==> config.mk <==
export PLATFORM = sky130hd
export DESIGN_NAME = eth_rx_frame_ctrl
export DESIGN_NICKNAME = d
export VERILOG_FILES = /design/src/rtl/eth_pkg.sv /design/src/rtl/crc32_d8.sv /design/src/rtl/eth_rx_frame_ctrl.sv
export SDC_FILE = /design/constraint.sdc
export NUM_CORES = 1
export LEC_CHECK = 0
export CORE_MARGIN = 1
export CORE_UTILIZATION = 50
export CTS_BUF_LIST = sky130_fd_sc_hd__clkbuf_2 sky130_fd_sc_hd__clkbuf_4 sky130_fd_sc_hd__clkbuf_8
export DETAILED_ROUTE_END_ITERATION = 10
export HOLD_SLACK_MARGIN = 0.06
export MAX_ROUTING_LAYER = met4
export PLACE_DENSITY = 0.69
export SLEW_MARGIN = 30
export SYNTH_ARGS = -nofsm -noshare
export SYNTH_HDL_FRONTEND = slang
export SYNTH_SLANG_ARGS = --single-unit
==> constraint.sdc <==
create_clock -name gmii_rx_clk -period 2.7 [get_ports gmii_rx_clk]
set_input_delay 0.54 -clock gmii_rx_clk [delete_from_list [all_inputs] [get_ports gmii_rx_clk]]
set_output_delay 0.54 -clock gmii_rx_clk [all_outputs]
set_load 0.005 [all_outputs]
==> src/rtl/eth_pkg.sv <==
// rtl/eth_pkg.sv - shared Ethernet receive constants and state type
package eth_pkg;

   localparam logic [7:0]  ETH_PREAMBLE    = 8'h55;
   localparam logic [7:0]  ETH_SFD         = 8'hD5;
   localparam logic [31:0] CRC32_POLY_REFL = 32'hEDB88320;
   localparam logic [31:0] CRC32_INIT      = 32'hFFFF_FFFF;
   localparam logic [31:0] CRC32_RESIDUE   = 32'hDEBB20E3;
   localparam logic [47:0] ETH_BCAST       = 48'hFFFF_FFFF_FFFF;
   localparam logic [10:0] ETH_LEN_SAT     = 11'd2047;

   typedef enum logic [1:0] {
      ST_IDLE,
      ST_PREAMBLE,
      ST_DATA,
      ST_DISCARD
   } rx_state_t;

endpackage

==> src/rtl/crc32_d8.sv <==
// rtl/crc32_d8.sv - combinational reflected CRC-32 update for one byte
module crc32_d8
   import eth_pkg::*;
(
   input  logic [31:0] i_crc,
   input  logic [7:0]  i_data,
   output logic [31:0] o_crc
);

   logic [31:0] w_crc;

   always_comb begin
      w_crc = i_crc ^ {24'h0, i_data};
      for (int i = 0; i < 8; i++) begin
         w_crc = w_crc[0] ? ((w_crc >> 1) ^ CRC32_POLY_REFL) : (w_crc >> 1);
      end
   end

   assign o_crc = w_crc;

endmodule

==> src/rtl/eth_rx_frame_ctrl.sv <==
// rtl/eth_rx_frame_ctrl.sv - GMII receive frame controller: preamble/SFD, DA filter,
// FCS strip via 5-byte delay line, CRC and length verdict on the last byte
module eth_rx_frame_ctrl
   import eth_pkg::*;
#(
   parameter logic [47:0] LOCAL_MAC = 48'h0011_2233_4455,
   parameter int          MIN_LEN   = 64,
   parameter int          MAX_LEN   = 1518
) (
   input  logic        gmii_rx_clk,
   input  logic        rst,
   input  logic        gmii_rx_dv,
   input  logic [7:0]  gmii_rxd,
   input  logic        cfg_promisc,
   output logic [7:0]  rx_data,
   output logic        rx_valid,
   output logic        rx_sof,
   output logic        rx_eof,
   output logic        rx_good,
   output logic [10:0] rx_len,
   output logic        rx_drop
);

   localparam logic [10:0] MIN_L = 11'(MIN_LEN);
   localparam logic [10:0] MAX_L = 11'(MAX_LEN);

   rx_state_t   r_state;
   logic [31:0] r_crc;
   logic [10:0] r_count;
   logic [7:0]  r_sr [5];
   logic [2:0]  r_fill;
   logic        r_first;

   logic [7:0]  r_data;
   logic        r_valid;
   logic        r_sof;
   logic        r_eof;
   logic        r_good;
   logic [10:0] r_len;
   logic        r_drop;

   logic [31:0] w_crc_next;
   logic [47:0] w_da;
   logic        w_da_ok;
   logic        w_len_ok;
   logic        w_full;

   crc32_d8 u_crc (
      .i_crc  (r_crc),
      .i_data (gmii_rxd),
      .o_crc  (w_crc_next)
   );

   // Oldest delay-line byte is the first DA byte; the incoming byte completes the DA.
   assign w_da     = {r_sr[4], r_sr[3], r_sr[2], r_sr[1], r_sr[0], gmii_rxd};
   assign w_da_ok  = cfg_promisc || (w_da == LOCAL_MAC) || (w_da == ETH_BCAST);
   assign w_len_ok = (r_count >= MIN_L) && (r_count <= MAX_L);
   assign w_full   = (r_fill == 3'd5);

   always_ff @(posedge gmii_rx_clk) begin
      if (rst) begin
         // A burst already in flight is ignored until the line goes quiet.
         r_state <= gmii_rx_dv ? ST_DISCARD : ST_IDLE;
         r_crc   <= CRC32_INIT;
         r_count <= '0;
         r_fill  <= '0;
         r_first <= 1'b1;
         for (int i = 0; i < 5; i++) r_sr[i] <= '0;
         r_data  <= '0;
         r_valid <= 1'b0;
         r_sof   <= 1'b0;
         r_eof   <= 1'b0;
         r_good  <= 1'b0;
         r_len   <= '0;
         r_drop  <= 1'b0;
      end else begin
         r_data  <= '0;
         r_valid <= 1'b0;
         r_sof   <= 1'b0;
         r_eof   <= 1'b0;
         r_good  <= 1'b0;
         r_len   <= '0;
         r_drop  <= 1'b0;

         case (r_state)
            ST_IDLE: begin
               if (gmii_rx_dv) begin
                  r_state <= (gmii_rxd == ETH_PREAMBLE) ? ST_PREAMBLE : ST_DISCARD;
               end
            end

            ST_PREAMBLE: begin
               if (!gmii_rx_dv) begin
                  r_state <= ST_IDLE;
               end else if (gmii_rxd == ETH_SFD) begin
                  r_state <= ST_DATA;
                  r_crc   <= CRC32_INIT;
                  r_count <= '0;
                  r_fill  <= '0;
                  r_first <= 1'b1;
               end else if (gmii_rxd != ETH_PREAMBLE) begin
                  r_state <= ST_DISCARD;
               end
            end

            ST_DATA: begin
               if (gmii_rx_dv) begin
                  r_crc <= w_crc_next;
                  if (r_count != ETH_LEN_SAT) r_count <= r_count + 11'd1;
                  for (int i = 4; i > 0; i--) r_sr[i] <= r_sr[i-1];
                  r_sr[0] <= gmii_rxd;
                  if (!w_full) r_fill <= r_fill + 3'd1;

                  if (w_full) begin
                     if (r_first && !w_da_ok) begin
                        r_drop  <= 1'b1;
                        r_state <= ST_DISCARD;
                     end else begin
                        r_valid <= 1'b1;
                        r_data  <= r_sr[4];
                        r_sof   <= r_first;
                        r_first <= 1'b0;
                     end
                  end
               end else begin
                  // On dv low the delay line holds one data byte plus the FCS.
                  if (w_full) begin
                     r_valid <= 1'b1;
                     r_data  <= r_sr[4];
                     r_sof   <= r_first;
                     r_eof   <= 1'b1;
                     r_len   <= r_count;
                     r_good  <= (r_crc == CRC32_RESIDUE) && w_len_ok;
                  end else begin
                     r_drop  <= 1'b1;
                  end
                  r_first <= 1'b0;
                  r_state <= ST_IDLE;
               end
            end

            ST_DISCARD: begin
               if (!gmii_rx_dv) r_state <= ST_IDLE;
            end

            default: r_state <= ST_IDLE;
         endcase
      end
   end

   assign rx_data  = r_data;
   assign rx_valid = r_valid;
   assign rx_sof   = r_sof;
   assign rx_eof   = r_eof;
   assign rx_good  = r_good;
   assign rx_len   = r_len;
   assign rx_drop  = r_drop;

endmodule

* After elaboration in Yosys (flattened, before gate mapping)
Memories as Yosys holds them, arrays and structs flattened.
Cells that the tools add are included.
** Storage, ports and cells
- Bits in registers :: 73
- RAM bits :: 40
- Bits of input ports :: 12
- Output and inout bits :: 24
- Logic and storage cells :: 139
- Memories kept :: 1
** Operators by class
- Add/sub/neg operators :: 2
- Order comparisons :: 2
- Equality and inequality tests :: 23
- Mux-type cells :: 67
- Bitwise gates (word level) :: 16
- Reductions and logical operators :: 16
** Memory list
- r_sr :: depth 5, width 8, rd ports 5, clocked after memory_dff 0, wr ports 5, RTL line eth_rx_frame_ctrl.sv:30 : logic [7:0] r_sr [5];
** Operators with widths (count)
- $mux W32 :: 11
- $not A13 Y14 :: 8
- $mux W8 :: 9
- $pmux W32 S2 :: 1
- $eq A48 B37 Y1 const B :: 1
- $eq A48 B48 Y1 const B :: 1
- $mux W11 :: 4
- $eq A32 B32 Y1 const B :: 1
- $xor A32 B8 Y32 :: 1
- $mux W1 :: 23
- $mux W2 :: 11
- $pmux W11 S2 :: 1
- $reduce_and A5 Y1 :: 4
- $mux W3 :: 4
- $ne A3 B3 Y1 const B :: 4
- $add A11 B1 Y11 const B :: 1
- $ge A11 B7 Y1 const B :: 1
- $le A11 B11 Y1 const B :: 1
- $ne A11 B11 Y1 const B :: 1
- $ne A2 B2 Y1 const B :: 5
- $eq A8 B7 Y1 const B :: 1
- $eq A8 B8 Y1 const B :: 1
- $ne A4 B4 Y1 const B :: 2
- $ne A8 B7 Y1 const B :: 1
- other kinds (19) :: 28

* Logic depth before layout (Yosys ltp)
Gate-level depths: netlist of the first run.
- Depth after elaboration :: 19
- Gate-level depth with buffers :: 7
- Mapped depth without buffers :: 7

* Hierarchy
From an unflattened synthesis of the first run, not the netlist that was laid out.
** Unflattened totals
- Cells, all modules :: 515
- Area total of the unflattened synthesis :: 5492.8 um^2
** By module, submodules not included
- eth_rx_frame_ctrl :: instances 1, cells each 451, area an instance 4524.3 um^2, sequential area each 2682.6 um^2
- crc32_d8 :: instances 1, cells each 64, area an instance 968.4 um^2, sequential area each 0.0 um^2

* Worst setup path before layout of the first run
No wires, ideal clock.
- Kind :: input-to-reg
- Start point :: input rst
- End point :: memory r_sr[0][0] (enable)
- Arrival :: 2.083 ns
- Setup slack :: 0.213 ns
- Stages on the path :: 3
- Buffers on the path :: 2
- Cell sequence :: clkbuf_1 > clkbuf_1 > nand2b_1
** RTL lines
- start: declaration :: RTL line eth_rx_frame_ctrl.sv:11 : input logic rst,
- end: declaration :: RTL line eth_rx_frame_ctrl.sv:30

* Final worst setup path of the first run
- Start point :: input gmii_rxd[1]
- End point :: register r_count[0]
** Between the ends
- Cells in the longest elaborated chain, start to end :: 3
** Ends and longest elaborated chain
- start: declaration :: RTL line eth_rx_frame_ctrl.sv:13 : input logic [7:0] gmii_rxd,
- $eq A8 B8 Y1 :: RTL line eth_rx_frame_ctrl.sv:95 : end else if (gmii_rxd == ETH_SFD) begin
- $ne A2 B2 Y1 (no line)
- $reduce_and A5 Y1 (no line)
- end signal: assignment :: RTL line eth_rx_frame_ctrl.sv:109 : if (r_count != ETH_LEN_SAT) r_count <= r_count + 11'd1;
- end: declaration :: RTL line eth_rx_frame_ctrl.sv:29 : logic [10:0] r_count;
No other way between the ends.
A chain may end at the register's enable or synchronous reset.

==> qor.yml, run 1 <==
outcome:
  status: "finished clean"
sta:
  worst_pin_slew_ns: 0.5045
  fin_ws_ns: 0.4776
  tns_ns: 0
  min_period_ns: 2.222
  hold_viol: 0
  fin_hold_ws_ns: 0.5032
  post-route-period-util_pct: 82.31
  slew_viol_final: 0
  rsz0062_at_grt: "no"
  slew_headroom_pct: 66.12
  fmax_mhz: 450.0
  worst_clock_skew_ns: 0.01230
  setup_viol: 0
yosys:
  synth_top_family_by_area: "simple AND/OR/NAND/NOR gates"
  syn_inst: 448
  synth_seq_cells: 113
  yosys_warnings: 0
  synth.distinct_cells: 54
  synthAdderAreaFrac_pct: 0.9558
  synth-simple-area-share_pct: 19.90
  syn-num-nets: 464
  syn_avg_cell_area_sq_um: 11.69
  synth_flop_cell: "dfxtp_1"
  async_flop_share_pct: 0
  yosysSeqAreaShare_pct: 51.23
  synth_xor_area_share_pct: 16.77
  synth_area_sq_um: 5236
  synth_compound_area_share_pct: 9.152
  synth_mux_area_share_pct: 0.4062
  synth_edf_count: 42
critical_path:
  path_cells: "clkdlybuf4s50_1, nor3_2, a41oi_2, nor3b_1, buf_4, mux2i_1, nor2_1"
  slowest_stage: "clkdlybuf4s50_1"
  startpoint_type: "primary input"
  cp.required_ns: 3.00
  cp-end-kind: "register"
  worstPathArrival_ns: 2.52
  path_max_fanout: 4
  cp_slowest_stage_delay_ns: 0.52
  crit_type: "in2reg"
route:
  viasPerCell: 5.544
  wl_per_cell_um: 16.52
  final_antenna_net_count: 0
  totalWireLength_um: 10820
  vias: 3631
  first_pass_iters: 5
  drc_errors: 0
  drt_iter0_markers: 163
grt:
  antenna_found_initial: 0
  grt_pass1_wl_um: 18220
  grt_use_met3_pct: 4.198
  grt_remaining_overflow: 0
  globalRouteMet2Util_pct: 33.63
  busiest_layer: "met2"
  grt_max_degree: 41
  met1_usage_pct: 29.53
  grt_pass1_vias: 3454
  grt_usage_pct: 21.88
pwr:
  seqPwrFrac_pct: 41.5
  pwr-share-comb_pct: 28.4
  p_per_area_nw_per_um2: 813.4
  power_leakage_nw: 2.283
  switching_power_mw: 1.597
  ir_drop_mv: 0.4843
  power.internal_mw: 3.512
  swShare_pct: 31.25
  p_clk_share_pct: 30.1
clocking:
  cts_buffers: 17
  cts_resized: 0
  clkSinkCount: 113
  insertion_delay_ns: 0.42
  cts.path.max_buffers: 2
  post-cts-setup-buffers: 0
  ctsHoldBuffers: 0
  cts_max_level: 4
  cts_tree: "done"
  cts_root_buffer: "clkbuf_8"
  clk_pin_slew_worst_paths_ns: 0.07
placement:
  io_buffers: 35
  dpl.hpwl_um: 7452
  post_dp_cell_area_sq_um: 5894
  place.gp.congestion: 0.8605
  pre_cts_slack_ns: 0.04528
  dp.cells: 623
cells_and_area:
  drive_above_1_share_pct: 14.56
  final_nets: 525
  final_cells: 655
  layout-area-overhead-vs-synth_pct: 19.95
  diodes: 0
  design_area_sq_um: 6281
die:
  num_io_pins: 36
  core_sq_um: 9955
  dieArea_sq_um: 10890
  die_x_um: 104.3
  start_util_pct: 52.60
  rows: 36
  die_height_um: 104.3
hold_path:
  min_path_type: "reg2reg"
job:
  cap_violations: 0
-- cells in the mapped netlist (all sizes together) (3+ instances only) --
| cell | instances | area share [%] |
|---|---|---|
| edfxtp | 42 | 24 |
| and4 | 5 | 0.84 |
| or3 | 3 | 0.36 |
| nor2 | 20 | 1.4 |
| nor3 | 11 | 1.1 |
| dfxtp | 71 | 27 |
| nand3 | 6 | 0.57 |
| nand2b | 5 | 0.74 |
| nand2 | 13 | 0.93 |
| xor2 | 21 | 4.4 |
| clkbuf | 13 | 0.93 |
| a2bb2oi | 30 | 5.0 |
| xnor3 | 5 | 2.2 |
| nor4b | 4 | 0.67 |
| ha | 4 | 0.96 |
| nand4 | 14 | 1.7 |
| inv | 5 | 0.36 |
| nand4b | 4 | 0.67 |
| a41oi | 4 | 0.96 |
| a21oi | 8 | 0.76 |
| o21ai | 11 | 1.1 |
| xnor2 | 49 | 9.8 |
| and2 | 57 | 6.8 |
| nor4 | 12 | 1.6 |
| nor2b | 4 | 0.48 |
| buf | 3 | 0.29 |
| nor4bb | 4 | 0.76 |
-- logic make-up after synthesis --
kind of cell    count (synthesis)
compound gates                 62
xor+xnor                       76
fa+ha+maj                       4
buf+inv                        21
flops                         113
mux                             2
simple gates                  170
-- state kept, by name, indices dropped and copies added, names as in the netlist --
signal / count
rx_valid: 1
r_first: 1
rx_len: 11
r_count: 11
r_fill: 3
rx_drop: 1
r_sr: 40
rx_sof: 1
rx_eof: 1
rx_good: 1
r_state: 2
rx_data: 8
r_crc: 32
-- power by group through the flow --
stage               registers, mW  logic [mW]  clock network (mW)
global placement             2.15        1.42                   0
CTS                          2.12        1.46                1.56
finish                       2.12        1.45                1.54
floorplan                    2.10        1.10                   0
global route                 2.14        1.58                1.65
detailed placement           2.15        1.44                   0
-- cells in the final DEF (no fill, tap or decap), drive strengths merged, types with 3 or more instances in the layout --
cell type      Yosys  routed
dfxtp             71      71
and2              57      57
xnor2             49      49
edfxtp            42      42
clkdlybuf4s50      0      35
a2bb2oi           30      30
buf                3      23
xor2              21      21
nor2              20      20
clkbuf            13      19
nand4             14      14
nand2             13      13
nor4              12      12
o21ai             11      11
nor3              11      11
inv                5      10
a21oi              8       8
clkinv             0       7
nand3              6       6
and4               5       5
nand2b             5       5
xnor3              5       5
nor2b              4       4
nand4b             4       4
nor4bb             4       4
nor4b              4       4
ha                 4       4
a41oi              4       4
or3                3       3
-- critical path: cells and delay by family --
kind	cells	cell delay [ns]
buf+inv	2	0.71
mux	1	0.18
compound gates	1	0.24
simple gates	3	0.86
-- routing by layer --
metal	vias up	wire length [um]
met2	96	5223
met4	0	109
met1	1762	5035
met5	-	0
li1	1763	-
met3	10	451
-- cell type report --
cell class | instances | area (sq um)
well taps | 133 | 166.4
repair buffers | 58 | 548.0
clock inverters | 13 | 125.1
fillers | 784 | 3674
clock buffers | 19 | 261.5
inverters | 5 | 18.77
flip-flops and latches | 113 | 2683
multi-input cells | 314 | 2479
-- worst paths after layout --
| path | from | to | slack (ns) | cells past startpoint |
|---|---|---|---|---|
| worst max-delay path | gmii_rxd[1] | r_count[0] | 0.48 | 7 |
| worst min-delay path | r_fill[1] | r_fill[1] | 0.50 | 2 |
| worst max register to register | r_state[0] | r_sr[0][33] | 0.70 | 5 |
| worst min register to register | r_fill[1] | r_fill[1] | 0.50 | 2 |
-- per-stage QoR --
step                power, mW  utilization, %
global route            5.364           63.10
global placement        3.572           59.21
finish                  5.109           63.10
CTS                     5.130           63.10
detailed placement      3.591           59.21
floorplan               3.203               -
(Power assumes the default switching activity.)
==> run 2: changes to the inputs <==
clock period = 2.3 ns   (was 2.7 ns; I/O delays follow)
==> qor.yml, run 2 (synthesis results as in run 1) <==
clocking:
  post-cts-setup-buffers: 0  # unchanged
  cts_buffers: 17  # unchanged
  cts_root_buffer: "clkbuf_8"
  ctsHoldBuffers: 0  # unchanged
  cts.path.max_buffers: 2  # unchanged
  cts_resized: 0  # unchanged
  cts_tree: "done"
  clk_pin_slew_worst_paths_ns: 0.06  # about the same
  clkSinkCount: 113  # unchanged
  insertion_delay_ns: 0.43  # about the same
  cts_max_level: 4  # unchanged
critical_path:
  crit_type: "in2reg"
  path_delay_family: "XOR/XNOR gates"
  startpoint_type: "primary input"
  path_max_fanout: 5  # +1
  worst-r2r-cell-count: 5  # unchanged
  path_cells: "clkdlybuf4s50_1, buf_4, xor2_4, buf_4, xor2_2, xnor2_1, xnor3_1, a2bb2oi_1"
  slowest_stage: "clkdlybuf4s50_1"
  r2r-end: "rx_data[0]"
  cp-end-kind: "register"
  cp.buffers_inverters: 3  # +1
  crit_top_cell: "buf_4"
  r2r-start: "r_sr[0][0]"
  timing.reg2reg.setup_slack_ns: 0.24  # -0.46 ns
  worstPathArrival_ns: 2.47  # -0.05 ns
  cp_slowest_stage_delay_ns: 0.52  # about the same
  cp.required_ns: 2.66  # -0.34 ns
pwr:
  total_power_mw: 6.363  # +25%
  pwr-share-comb_pct: 29.9  # +1.5 points
  swShare_pct: 28.56  # -2.7 points
  ir_drop_mv: 0.6528  # +35%
  power.internal_mw: 4.546  # +29%
  switching_power_mw: 1.818  # +14%
  p_per_area_nw_per_um2: 965.4  # +19%
  seqPwrFrac_pct: 39.0  # -2.5 points
  power_leakage_nw: 2.452  # +7.4%
  p_clk_share_pct: 31.1  # +1.0 points
grt:
  grt_pass1_wl_um: 18370  # +0.87%
  grt_pass1_vias: 3570  # +3.4%
  grt_usage_pct: 22.65  # +0.77 points
  grt_remaining_overflow: 0  # unchanged
  antenna_found_initial: 0  # unchanged
  grt_max_degree: 41  # unchanged
cells_and_area:
  seqCellArea_sq_um: 2683  # unchanged
  multi_input_area_sq_um: 2484  # +0.20%
  final_common_cell: "dfxtp_1"
  final_nets: 555  # +5.7%
  largestRegisters: "r_sr x40, r_crc x32"
  n_fill_cell: 758  # -3.3%
  layout-area-overhead-vs-synth_pct: 25.88
  regMostFlops: "r_sr"
  drive_above_1_share_pct: 19.20  # +4.6 points
  largest_reg_flops: 40  # unchanged
  diodes: 0  # unchanged
  mostFrequentLayoutCells: "dfxtp_1, and2_1, buf_4"
die:
  num_io_pins: 36  # unchanged
  core_sq_um: 9955  # unchanged
  dieArea_sq_um: 10890  # unchanged
  rows: 36  # unchanged
  start_util_pct: 52.60  # unchanged
  die_x_um: 104.3  # unchanged
  die_height_um: 104.3  # unchanged
sta:
  post-route-period-util_pct: 91.45
  rsz0062_at_grt: "no"
  worst_pin_slew_ns: 0.4850  # -0.01952 ns
  slew_viol_final: 0  # unchanged
  slew_headroom_pct: 67.37  # +1.2 points
  setup_viol: 0  # unchanged
  min_period_ns: 2.103
  worst_clock_skew_ns: 0.01009  # -0.002208 ns
  hold_viol: 0  # unchanged
  tns_ns: 0  # unchanged
  fmax_mhz: 475.4
hold_path:
  hold_end: "rx_data[5]"
  hold_depth: 1  # -1
  hold_start: "r_sr[0][37]"
  min_path_type: "reg2reg"
route:
  totalWireLength_um: 11180  # +3.3%
  wl_met1_um: 5143  # +2.1%
  wl_met3_um: 570  # +26%
  highest_layer: "met4"
  drt_iter0_markers: 191  # +17%
  drc_errors: 0  # unchanged
  final_antenna_net_count: 0  # unchanged
  vias: 3706  # +2.1%
  viasPerCell: 5.410  # -2.4%
  wl_per_cell_um: 16.32  # -1.2%
  first_pass_iters: 4  # -1
  wl_met2_um: 5279  # +1.1%
placement:
  dpl.hpwl_um: 7948  # +6.7%
  io_buffers: 35  # unchanged
  place.gp.congestion: 0.8543  # -0.72%
job:
  cap_violations: 0  # unchanged
outcome:
  status: "finished clean"
## run 2: worst reg2reg max path, delay by kind of cell, from the launching register on
| kind | cells | cell delay, ns |
|---|---|---|
| flops | 1 | 0.43 |
| simple gates | 4 | 1.16 |
| compound gates | 1 | 0.40 |
## run 2: how the worst max path moves through the flow
stage	cells after the start	from	to	slack, ns
floorplan	3	rst	r_sr[0][0]	0.33
global placement	9	gmii_rxd[0]	r_crc[7]	-0.18
detailed placement	8	gmii_rxd[0]	r_crc[20]	-0.23
CTS	5	r_state[0]	r_crc[1]	0.16
global route	6	gmii_rxd[2]	rx_data[0]	0.09
finish	8	gmii_rxd[0]	r_crc[20]	0.20
## run 2: power groups by stage
stage | clock, mW | sequential [mW] | combinational (mW)
global route | 2.11 | 2.51 | 2.04
global placement | 0 | 2.51 | 1.85
CTS | 2.01 | 2.48 | 1.91
detailed placement | 0 | 2.52 | 1.89
floorplan | 0 | 2.46 | 1.29
finish | 1.98 | 2.48 | 1.90
## run 2: stage by stage
| stage | area [sq um] | cells | worst slack, ns | hold slack [ns] | util (%) |
|---|---|---|---|---|---|
| detailed placement | 6172 | 653 | -0.2341 | 0.4970 | 62.00 |
| finish | 6591 | 685 | 0.1966 | 0.5053 | 66.21 |
| global placement | 6172 | 653 | -0.1751 | 0.4812 | 62.00 |
| CTS | 6589 | 685 | 0.1553 | 0.5115 | 66.19 |
| global route | 6591 | 685 | 0.09151 | 0.5268 | 66.21 |
| floorplan | 5239 | 448 | 0.3315 | 0.4661 | - |
## run 2: area by class of cell
cell class                 count  share of cell area (%)
sequential                   113                   40.70
multi-input combinational    314                   37.68
timing repair buffer          88                   12.49
clock buffer                  19                   3.778
clock inverter                13                   2.544
tap                          133                   2.525
inverter                       5                  0.2847
## run 2: metal layers
| layer | GRT usage (%) | vias up |
|---|---|---|
| met5 | - | - |
| met4 | 8.980 | 0 |
| met3 | 6.015 | 13 |
| met2 | 34.63 | 113 |
| met1 | 28.56 | 1764 |
| li1 | - | 1816 |
==> run 3: changes to the inputs <==
CAP_MARGIN = 20   (was unset)
DONT_BUFFER_PORTS = 1   (was unset)
PLACE_DENSITY = unset   (was 0.69)
==> qor.yml, run 3 (synthesis results as in run 1) <==
outcome:
  status: "finished clean"
die:
  num_io_pins: 36  # unchanged
  start_util_pct: 52.60  # unchanged
  die_height_um: 104.3  # unchanged
  dieArea_sq_um: 10890  # unchanged
  core_sq_um: 9955  # unchanged
  die_x_um: 104.3  # unchanged
  rows: 36  # unchanged
clocking:
  cts.path.max_buffers: 2  # unchanged
  post-cts-setup-buffers: 0  # unchanged
  ctsHoldBuffers: 0  # unchanged
  cts_tree: "done"
  clk_pin_slew_worst_paths_ns: 0.07  # about the same
  cts_resized: 0  # unchanged
  cts_buffers: 17  # unchanged
  insertion_delay_ns: 0.42  # about the same
  cts_max_level: 4  # unchanged
  clkSinkCount: 113  # unchanged
  cts_root_buffer: "clkbuf_8"
critical_path:
  cp.buffers_inverters: 0  # -3
  timing.reg2reg.setup_slack_ns: 0.28  # +0.04 ns
  cp_slowest_stage_delay_ns: 0.46  # -0.06 ns
  startpoint_type: "register"
  crit_type: "reg2reg"
  r2r-end: "rx_data[2]"
  cp.required_ns: 2.66  # about the same
  worstPathArrival_ns: 2.38  # -0.09 ns
  worst-r2r-cell-count: 5  # unchanged
  r2r-start: "r_sr[0][1]"
  startpoint: "r_sr[0][1]"
  path_max_fanout: 9  # +4
  cp-end-kind: "register"
  slowest_stage: "nor4_1"
  path_delay_family: "simple AND/OR/NAND/NOR gates"
  path_cells: "nor4_1, and4_1, nand4b_1, a41oi_2, and2_1"
cells_and_area:
  final_cells: 615  # -10%
  final_common_cell: "dfxtp_1"
  diodes: 0  # unchanged
  largest_reg_flops: 40  # unchanged
  layout-area-overhead-vs-synth_pct: 12.09
  design_area_sq_um: 5869  # -11%
  drive_above_1_share_pct: 14.52  # -4.7 points
  utilization_pct: 58.96  # -7.3 points
  regMostFlops: "r_sr"
  largestRegisters: "r_sr x40, r_crc x32"
  mostFrequentLayoutCells: "dfxtp_1, and2_1, edfxtp_1"
  final_nets: 485  # -13%
hold_path:
  hold_depth: 1  # unchanged
  hold_end: "r_fill[0]"
  min_path_type: "in2reg"
  hold_start: "rst"
route:
  totalWireLength_um: 10680  # -4.4%
  first_pass_iters: 4  # unchanged
  vias: 3457  # -6.7%
  wl_per_cell_um: 17.37  # +6.4%
  final_antenna_net_count: 0  # unchanged
  drc_errors: 0  # unchanged
  drt_iter0_markers: 105  # -45%
  viasPerCell: 5.621  # +3.9%
placement:
  post_dp_cell_area_sq_um: 5522  # -11%
  dpl.hpwl_um: 7411  # -6.8%
  io_buffers: 0  # -100%
  dp.cells: 583  # -11%
  pre_cts_slack_ns: 0.2525  # +0.4866 ns
  place.gp.congestion: 0.8688  # +1.7%
sta:
  tns_ns: 0  # unchanged
  post-route-period-util_pct: 87.96  # -3.5 points
  worst_clock_skew_ns: 0.01099  # +0.0008958 ns
  fin_hold_ws_ns: 0.1071  # -0.3982 ns
  fmax_mhz: 494.3  # +4.0%
  hold_viol: 0  # unchanged
  worst_pin_slew_ns: 0.6065  # +0.1215 ns
  rsz0062_at_grt: "no"
  fin_ws_ns: 0.2769  # +0.08023 ns
  slew_headroom_pct: 59.37  # -8.0 points
  setup_viol: 0  # unchanged
  slew_viol_final: 0  # unchanged
  min_period_ns: 2.023  # -0.08023 ns
grt:
  grt_usage_pct: 21.17  # -1.5 points
  grt_max_degree: 35  # -15%
  grt_remaining_overflow: 0  # unchanged
  grt_pass1_wl_um: 17350  # -5.6%
  antenna_found_initial: 0  # unchanged
  grt_pass1_vias: 3336  # -6.6%
pwr:
  total_power_mw: 5.731  # -9.9%
  ir_drop_mv: 0.4891  # -25%
  power_leakage_nw: 2.091  # -15%
  p_per_area_nw_per_um2: 976.5  # +1.1%
job:
  cap_violations: 0  # unchanged
-- run 3: cell types whose count changed in the layout (fill, tap and decap cells not counted), moves of 2 or more --
| cell | change |
|---|---|
| buf_12 | -3 |
| buf_4 | -32 |
| bufinv_16 | -4 |
| clkbuf_4 | -2 |
| clkdlybuf4s50_1 | -35 |
| clkinv_2 | -5 |
| clkinv_4 | +4 |
| clkinvlp_4 | +4 |
| inv_6 | +3 |
-- run 3: report_power, final --
group | internal, mW | switching [mW]
clock | 0.749 | 0.872
sequential | 2.29 | 0.196
combinational | 0.862 | 0.759
total | 3.90 | 1.83
-- run 3: layout make-up --
type	count	area, sq um
sequential	113	2683
multi-input combinational	314	2481
clock buffer	17	234.0
timing repair buffer	18	172.7
clock inverter	15	113.9
fill	865	4085
inverter	5	18.77
tap	133	166.4
-- run 3: worst max path at each step --
stage,end,cells past startpoint
6_report,rx_data[2],5
5_1_grt,rx_data[2],5
4_1_cts,rx_data[2],5
3_5_place_dp,r_crc[19],5
3_3_place_gp,r_crc[19],5
2_1_floorplan,r_sr[0][0],3
-- run 3: layer usage --
metal / wire (um) / share of wire, % / GRT usage, % / vias up
li1: - / - / - / 1666
met1: 5352 / 50 / 28.96 / 1705
met2: 4852 / 45 / 30.98 / 77
met3: 391 / 3.7 / 5.451 / 9
met4: 84 / 0.79 / 5.918 / 0
met5: 0 / 0 / - / -
